===== config.mk =====
export PLATFORM = sky130hd
export DESIGN_NAME = cardinal_nic
export DESIGN_NICKNAME = d
export VERILOG_FILES = /design/src/rtl/cardinal_nic.sv
export SDC_FILE = /design/constraint.sdc
export NUM_CORES = 1
export LEC_CHECK = 0
export ABC_AREA = 0
export ABC_CLOCK_PERIOD_IN_PS = 6800
export CAP_MARGIN = 10
export CORE_UTILIZATION = 53
export CTS_BUF_LIST = sky130_fd_sc_hd__clkbuf_2
export CTS_CLUSTER_SIZE = 20
export DETAILED_ROUTE_END_ITERATION = 12
export PLACE_DENSITY = 0.91
export SLEW_MARGIN = 15
export SYNTH_ARGS = -nofsm -noshare
export SYNTH_HDL_FRONTEND = slang
export SYNTH_SLANG_ARGS = --single-unit

===== constraint.sdc =====
create_clock -name clk -period 6.8 [get_ports clk]
set_input_delay 1.36 -clock clk [delete_from_list [all_inputs] [get_ports clk]]
set_output_delay 1.36 -clock clk [all_outputs]
set_load 0.01 [all_outputs]

===== src/rtl/cardinal_nic.sv =====
`default_nettype none
// +----------------------------------------------------------------------------+
// | Module      : cardinal_nic                                                 |
// | Description : NIC between a processor core and a ring router PE port; an   |
// |               input FIFO filled by the router, an output FIFO drained by   |
// |               the router under even/odd polarity, and a 4-word reg map.    |
// | Revision    : 1.0 - initial release                                        |
// +----------------------------------------------------------------------------+
module cardinal_nic #(
    parameter int DATA_WIDTH = 64,
    parameter int IN_DEPTH   = 2,
    parameter int OUT_DEPTH  = 2
) (
    input  logic                  clk,
    input  logic                  rst,
    input  logic [1:0]            addr,
    input  logic [DATA_WIDTH-1:0] d_in,
    output logic [DATA_WIDTH-1:0] d_out,
    input  logic                  nicEn,
    input  logic                  nicWrEn,
    input  logic                  net_si,
    output logic                  net_ri,
    input  logic [DATA_WIDTH-1:0] net_di,
    output logic                  net_so,
    input  logic                  net_ro,
    output logic [DATA_WIDTH-1:0] net_do,
    input  logic                  net_polarity
);

    localparam int c_IN_PW  = (IN_DEPTH > 1) ? $clog2(IN_DEPTH) : 1;
    localparam int c_IN_CW  = $clog2(IN_DEPTH) + 1;
    localparam int c_OUT_PW = (OUT_DEPTH > 1) ? $clog2(OUT_DEPTH) : 1;
    localparam int c_OUT_CW = $clog2(OUT_DEPTH) + 1;

    localparam logic [c_IN_PW-1:0]  c_IN_LAST  = c_IN_PW'(IN_DEPTH - 1);
    localparam logic [c_IN_CW-1:0]  c_IN_FULL  = c_IN_CW'(IN_DEPTH);
    localparam logic [c_OUT_PW-1:0] c_OUT_LAST = c_OUT_PW'(OUT_DEPTH - 1);
    localparam logic [c_OUT_CW-1:0] c_OUT_FULL = c_OUT_CW'(OUT_DEPTH);

    localparam logic [1:0] c_ADDR_IN_DATA  = 2'b00;
    localparam logic [1:0] c_ADDR_IN_STAT  = 2'b01;
    localparam logic [1:0] c_ADDR_OUT_DATA = 2'b10;
    localparam logic [1:0] c_ADDR_OUT_STAT = 2'b11;

    // ---------------- input channel (router -> processor) ----------------
    logic [DATA_WIDTH-1:0] r_in_mem [0:IN_DEPTH-1];
    logic [c_IN_PW-1:0]    r_in_wr;
    logic [c_IN_PW-1:0]    r_in_rd;
    logic [c_IN_CW-1:0]    r_in_cnt;

    logic                  w_in_full;
    logic                  w_in_empty;
    logic                  w_in_push;
    logic                  w_in_pop;
    logic [c_IN_PW-1:0]    w_in_wr_nxt;
    logic [c_IN_PW-1:0]    w_in_rd_nxt;
    logic [DATA_WIDTH-1:0] w_in_head;

    assign w_in_full   = (r_in_cnt == c_IN_FULL);
    assign w_in_empty  = (r_in_cnt == '0);
    assign net_ri      = ~w_in_full;
    assign w_in_push   = net_si & ~w_in_full;
    assign w_in_pop    = nicEn & ~nicWrEn & (addr == c_ADDR_IN_DATA) & ~w_in_empty;
    assign w_in_wr_nxt = (r_in_wr == c_IN_LAST) ? '0 : r_in_wr + 1'b1;
    assign w_in_rd_nxt = (r_in_rd == c_IN_LAST) ? '0 : r_in_rd + 1'b1;
    assign w_in_head   = r_in_mem[r_in_rd];

    always_ff @(posedge clk) begin
        if (rst) begin
            for (int i = 0; i < IN_DEPTH; i++) begin
                r_in_mem[i] <= '0;
            end
            r_in_wr  <= '0;
            r_in_rd  <= '0;
            r_in_cnt <= '0;
        end else begin
            if (w_in_push) begin
                r_in_mem[r_in_wr] <= net_di;
                r_in_wr           <= w_in_wr_nxt;
            end
            if (w_in_pop) begin
                r_in_rd <= w_in_rd_nxt;
            end
            if (w_in_push && !w_in_pop) begin
                r_in_cnt <= r_in_cnt + 1'b1;
            end else if (!w_in_push && w_in_pop) begin
                r_in_cnt <= r_in_cnt - 1'b1;
            end
        end
    end

    // ---------------- output channel (processor -> router) ----------------
    logic [DATA_WIDTH-1:0] r_out_mem [0:OUT_DEPTH-1];
    logic [c_OUT_PW-1:0]   r_out_wr;
    logic [c_OUT_PW-1:0]   r_out_rd;
    logic [c_OUT_CW-1:0]   r_out_cnt;

    logic                  w_out_full;
    logic                  w_out_empty;
    logic                  w_out_push;
    logic                  w_out_send;
    logic [c_OUT_PW-1:0]   w_out_wr_nxt;
    logic [c_OUT_PW-1:0]   w_out_rd_nxt;
    logic [DATA_WIDTH-1:0] w_out_head;

    assign w_out_full   = (r_out_cnt == c_OUT_FULL);
    assign w_out_empty  = (r_out_cnt == '0);
    assign w_out_push   = nicEn & nicWrEn & (addr == c_ADDR_OUT_DATA) & ~w_out_full;
    assign w_out_wr_nxt = (r_out_wr == c_OUT_LAST) ? '0 : r_out_wr + 1'b1;
    assign w_out_rd_nxt = (r_out_rd == c_OUT_LAST) ? '0 : r_out_rd + 1'b1;
    assign w_out_head   = r_out_mem[r_out_rd];

    // The head only leaves on the polarity that matches its VC bit, so a
    // mismatched head blocks everything behind it for one cycle.
    assign w_out_send = ~w_out_empty & net_ro & (w_out_head[DATA_WIDTH-1] == net_polarity);
    assign net_so     = w_out_send;
    assign net_do     = w_out_empty ? '0 : w_out_head;

    always_ff @(posedge clk) begin
        if (rst) begin
            for (int i = 0; i < OUT_DEPTH; i++) begin
                r_out_mem[i] <= '0;
            end
            r_out_wr  <= '0;
            r_out_rd  <= '0;
            r_out_cnt <= '0;
        end else begin
            if (w_out_push) begin
                r_out_mem[r_out_wr] <= d_in;
                r_out_wr            <= w_out_wr_nxt;
            end
            if (w_out_send) begin
                r_out_rd <= w_out_rd_nxt;
            end
            if (w_out_push && !w_out_send) begin
                r_out_cnt <= r_out_cnt + 1'b1;
            end else if (!w_out_push && w_out_send) begin
                r_out_cnt <= r_out_cnt - 1'b1;
            end
        end
    end

    // ---------------- processor register map ----------------
    logic [DATA_WIDTH-1:0] w_in_status;
    logic [DATA_WIDTH-1:0] w_out_status;

    always_comb begin
        w_in_status        = '0;
        w_in_status[0]     = ~w_in_empty;
        w_in_status[15:8]  = 8'(r_in_cnt);
        w_out_status       = '0;
        w_out_status[0]    = w_out_full;
        w_out_status[15:8] = 8'(r_out_cnt);
    end

    always_comb begin
        d_out = '0;
        if (nicEn && !nicWrEn) begin
            case (addr)
                c_ADDR_IN_DATA:  d_out = w_in_head;
                c_ADDR_IN_STAT:  d_out = w_in_status;
                c_ADDR_OUT_DATA: d_out = w_out_head;
                c_ADDR_OUT_STAT: d_out = w_out_status;
                default:         d_out = '0;
            endcase
        end
    end

endmodule
`default_nettype wire


### Word-level counts from Yosys, hierarchy flattened

Memories as Yosys holds them, arrays and structs flattened. A register that Yosys moved wholly into a read port is not among the register bits.
Cells that the tools add are included.

| word-level totals | value |
|---|---|
| register bits after elaboration | 8 |
| RAM bits | 256 |
| input port bits | 137 |
| output and inout bits | 130 |
| logic and storage cells | 82 |
| memories | 2 |

Memory list:

| memory | depth | bits a word | rd ports | clocked after memory_dff | write ports | line | source |
|---|---|---|---|---|---|---|---|
| r_in_mem | 2 | 64 | 1 | 1 | 2 | 46 | `logic [DATA_WIDTH-1:0] r_in_mem [0:IN_DEPTH-1];` |
| r_out_mem | 2 | 64 | 1 | 1 | 2 | 93 | `logic [DATA_WIDTH-1:0] r_out_mem [0:OUT_DEPTH-1];` |

| cells by class | value |
|---|---|
| add/subtract/negate cells | 8 |
| equal/unequal tests | 6 |
| muxes and demuxes | 29 |
| bitwise operators | 14 |
| reductions and logical operators | 17 |

Operators by type and width:

| kind | number |
|---|---|
| 2-to-1 mux 64 bit | 4 |
| case mux 64 bit (4 select lines) | 1 |
| OR reduction 64 bit | 2 |
| 2-to-1 mux 1 bit | 20 |
| bitwise AND 1 bit | 9 |
| == test 2 bit (second input constant) | 4 |
| 2-to-1 mux 2 bit | 4 |
| logical NOT 2 bit | 3 |
| logical AND 1 bit | 5 |
| logical NOT 1 bit | 5 |
| NOT 1 bit | 5 |
| adder 1 bit (second input constant) | 4 |
| adder 2 x 1 -> 2 bit (second input constant) | 2 |
| nonzero test 2 bit | 2 |
| subtractor 2 x 1 -> 2 bit (second input constant) | 2 |
| == test 2 x 1 -> 1 bit (second input constant) | 1 |
| == test 1 bit | 1 |

### Longest topological paths before layout

| logic depth | value |
|---|---|
| depth after elaboration | 8 |
| gate-level depth with buffers | 10 |
| depth with buffers taken out | 8 |

### Least setup slack after synthesis

No wires, ideal clock.

| path | value |
|---|---|
| path type | in2reg |
| from | input port addr[1] |
| to | memory r_out_mem[0][0] (enable) |
| library setup time | 0.499 ns |
| arrival time | 5.173 ns |
| slack | 1.128 ns |
| stages on the path | 6 |
| buffers on the path | 3 |
| path through | buf_4 nand2b_2 buf_6 or3b_1 buf_2 o21bai_1 |

RTL lines:

| item | line | source |
|---|---|---|
| from (decl) | 16 | `input logic [1:0] addr,` |
| to (decl) | 93 |  |

### Worst setup path in the final report

| path | value |
|---|---|
| from | input port addr[0] |
| to | output port d_out[49] |

| between the ends | value |
|---|---|
| cells in the longest elaborated chain, start to end | 3 |
| elaborated cells between the ends (all ways) | 6 |
| those cells by class | eq/ne: 3; mux: 2; reduce/logical: 1 |

Ends and longest elaborated chain:

| item | line | source |
|---|---|---|
| == test 2 bit, or another cell as far along | 159 | `case (addr)` |
| case mux 64 bit (4 select lines) * | 159 |  |
| 2-to-1 mux 64 bit * | 158 | `if (nicEn && !nicWrEn) begin` |
| to (decl) | 18 | `output logic [DATA_WIDTH-1:0] d_out,` |

Mark *: on every way between the ends. The rest lies on a longest branch, timed or not.

==> results.md <==
- Crit. End Element: primary output
- Resized Gates After CTS: 0
- Clock Skew: 0.0650 ns
- Syn Nets: 1109
- #FFs+latches synth: 266
- Worst Setup Slack, final: 1.52 ns
- Largest net degree at the start of global routing: 66
- Synth top area cells: edfxtp_1 62%, and2_1 13%, mux2i_1 10%, o22a_1 4.2%, nor2_1 4.1%
- RSZ-0062 raised after global routing: false
- Initial Util: 0.547
- Initial antenna violation count: 3
- Yosys cell types: 36
- Metal1 wirelength: 12100 um
- Placed cell areas: 15400 um^2
- Site Rows: 55
- Synth Warn #: 0
- Pre-antenna DRT Iters: 7
- CTS clk-pin slew, worst paths: 0.10 ns
- Worst-Skew Late Latency: 0.79 ns
- Max-cap violations: 0
- Area Overhead vs Synth: 28.6%
- Die width: 156 um
- Lkg Pwr: 5.67 nW
- Tightest Pin Transition: 1.17 ns
- Core area: 22800 um^2
- Final WL: 30800 um
- Setup CP Type: in2out
- Top FF cell, synth: edfxtp_1
- HPWL Detailed: 20000 um
- Postcts setup bufs: 0
- Slew Viols, Final: 0
- WP data required: 5.44 ns
- IO Count: 267
- DR vias: 8592
- First-pass GRT wire length: 47000 um
- Minimum clock period: 5.28 ns
- WL per Instance: 19.2 um
- Design Area, Final: 16100 um^2
- DIE AREA: 24200 um^2
- Worst rel slew slack: 0.221
- Clk root buf: clkbuf_2
- Die H: 156 um
- Synth Instances: 970
- CTS Hold Bufs: 0
- Layout cells sized above 1: 0.0980
- Final setup fails: 0
- WL met2: 15100 um
- Post-synthesis cell type with the largest combined area: edfxtp_1
- Drt via density: 5.36
- Fill cells: 1586
- Critical path startpoint category: input port
- CTS Buf Count: 67
- Min-delay worst type: reg2reg
- Synth top area share: 0.615
- FMAX: 189 MHz
- Post-Syn Area: 12500 um^2
- Post-synth EDFFs: 256
- Synth async-reset ratio: 0
- Gr ovfl total: 0
- CTS Sinks: 266
- Dpl cells: 1489
- All-Layer GR Usage: 0.259
- Final Hold Viols: 0
- Residual DRC: 0
- Nets: 1384
- H-tree lvl count: 3
- Crit share post-route: 0.777
- Post-place setup slack: 1.53 ns
- DRT antenna net count: 0
- Sequential fraction of the synthesis area: 0.631
- Reg-to-reg setup timing slack: 3.67 ns
- Clk buf depth: 3
- I/O Buffers: 266
- Top sig layer: met4
- Hold slack final: 0.521 ns
- Setup TNS: 0 ns
- CTS tree: yes
- Number of global-route vias before repair: 8831
- Wire length on met3: 2650 um
- Data arrival, critical path: 3.92 ns
- Status: finished clean
- Crit Path Max Fanout: 31
- RePlAce Congestion: 0.825
- PwrDens: 225 nW/um^2
- Number of DRC markers in iteration 0: 504
- Finished Layout Cells: 1602
- Maximum vdd drop: 180 uV
- Average size of a mapped cell: 12.9 um^2
## path summary, 6_finish.rpt
| path | startpoint | to | cells past startpoint |
|---|---|---|---|
| setup / recovery | addr[0] | d_out[49] | 6 |
| hold / removal | r_in_rd | r_in_rd | 2 |
| setup reg to reg | register | r_out_cnt[1] | 7 |
| hold reg to reg | r_in_rd | r_in_rd | 2 |
## final cells by class
type	instances	area [um^2]	share of cell area
Multi-Input combinational cell	627	4350	0.271
Clock buffer	91	455	0.0283
Antenna cell	3	7.51	0.000467
Clock inverter	19	179	0.0111
Timing Repair Buffer	278	2780	0.173
Tap cell	313	392	0.0244
Sequential cell	266	7900	0.491
Inverter	5	18.8	0.00117
## worst max-delay path, stage by stage
cell,delay [ns]
clkdlybuf4s50_1,0.68
nand2b_2,0.62
buf_4,0.47
o22a_1,0.23
nor2_1,0.05
clkdlybuf4s50_1,0.50
## kinds of logic (layout without fill, tap and decap cells)
family / Yosys count / count (layout) / synth area share
AOI/OAI and AO/OA: 75 / 75 / 0.0502
xor gates and xnor gates: 8 / 8 / 0.00561
adders and majority gates: 2 / 2 / 0.00200
buffers and inverters: 77 / 393 / 0.0250
DFF: 266 / 266 / 0.631
muxes: 130 / 130 / 0.105
other: 0 / 3 / 0
and+or+nand+nor: 412 / 412 / 0.181
## placed cells by master (no fill, tap or decap), types with 2 or more instances in the layout
| cell | n |
|---|---|
| inv_1 | 5 |
| bufinv_16 | 4 |
| o22a_1 | 60 |
| nor2b_1 | 2 |
| or3_1 | 3 |
| clkbuf_2 | 91 |
| buf_12 | 2 |
| o21ai_0 | 2 |
| a311oi_1 | 2 |
| clkdlybuf4s50_1 | 266 |
| edfxtp_1 | 256 |
| a211oi_1 | 3 |
| dfxtp_1 | 8 |
| nand2b_1 | 2 |
| clkinv_2 | 2 |
| nand2b_2 | 2 |
| dfxtp_4 | 2 |
| nand2_1 | 2 |
| buf_4 | 10 |
| mux2_2 | 2 |
| ha_1 | 2 |
| diode_2 | 3 |
| xor2_1 | 7 |
| clkinv_1 | 13 |
| nor2_1 | 136 |
| and2_1 | 256 |
| mux2i_1 | 127 |
| a21oi_1 | 4 |
| o21bai_4 | 2 |
## sequential cells by signal (all words and copies together) (netlist names), named ones only
register   count
r_out_wr       1
r_in_mem     128
r_out_rd       1
r_out_cnt      2
r_in_cnt       2
r_out_mem    128
r_in_wr        1
r_in_rd        1
## layer usage
| layer | up-vias | track usage |
|---|---|---|
| met1 | 4108 | 0.313 |
| met3 | 66 | 0.0625 |
| met4 | 0 | 0.115 |
| met5 | - | 0 |
| met2 | 402 | 0.442 |
| li1 | 4016 | - |
## per-stage QoR
step / utilization / power (W)
detailed placement: 0.675 / 0.00254
floorplan: - / 0.00228
global route: 0.703 / 0.00377
finish: 0.704 / 0.00362
global placement: 0.675 / 0.00252
CTS: 0.703 / 0.00366
## cell usage after synthesis (3+ instances only)
library cell	instances
edfxtp_1	256
xor2_1	7
a21oi_1	4
o22a_1	60
buf_2	4
clkbuf_1	43
and2_1	256
nand2b_1	3
inv_1	5
buf_1	17
nor2_1	137
a211oi_1	3
clkbuf_2	6
dfxtp_1	10
mux2i_1	127
or3_1	3
## power by group
group	internal, W	total (W)	switching (W)
combinational	0.000249	0.000520	0.000271
sequential	0.00193	0.00198	0.0000496
clock	0.000509	0.00112	0.000614
No activity file was read; power rests on OpenSTA's default activity.
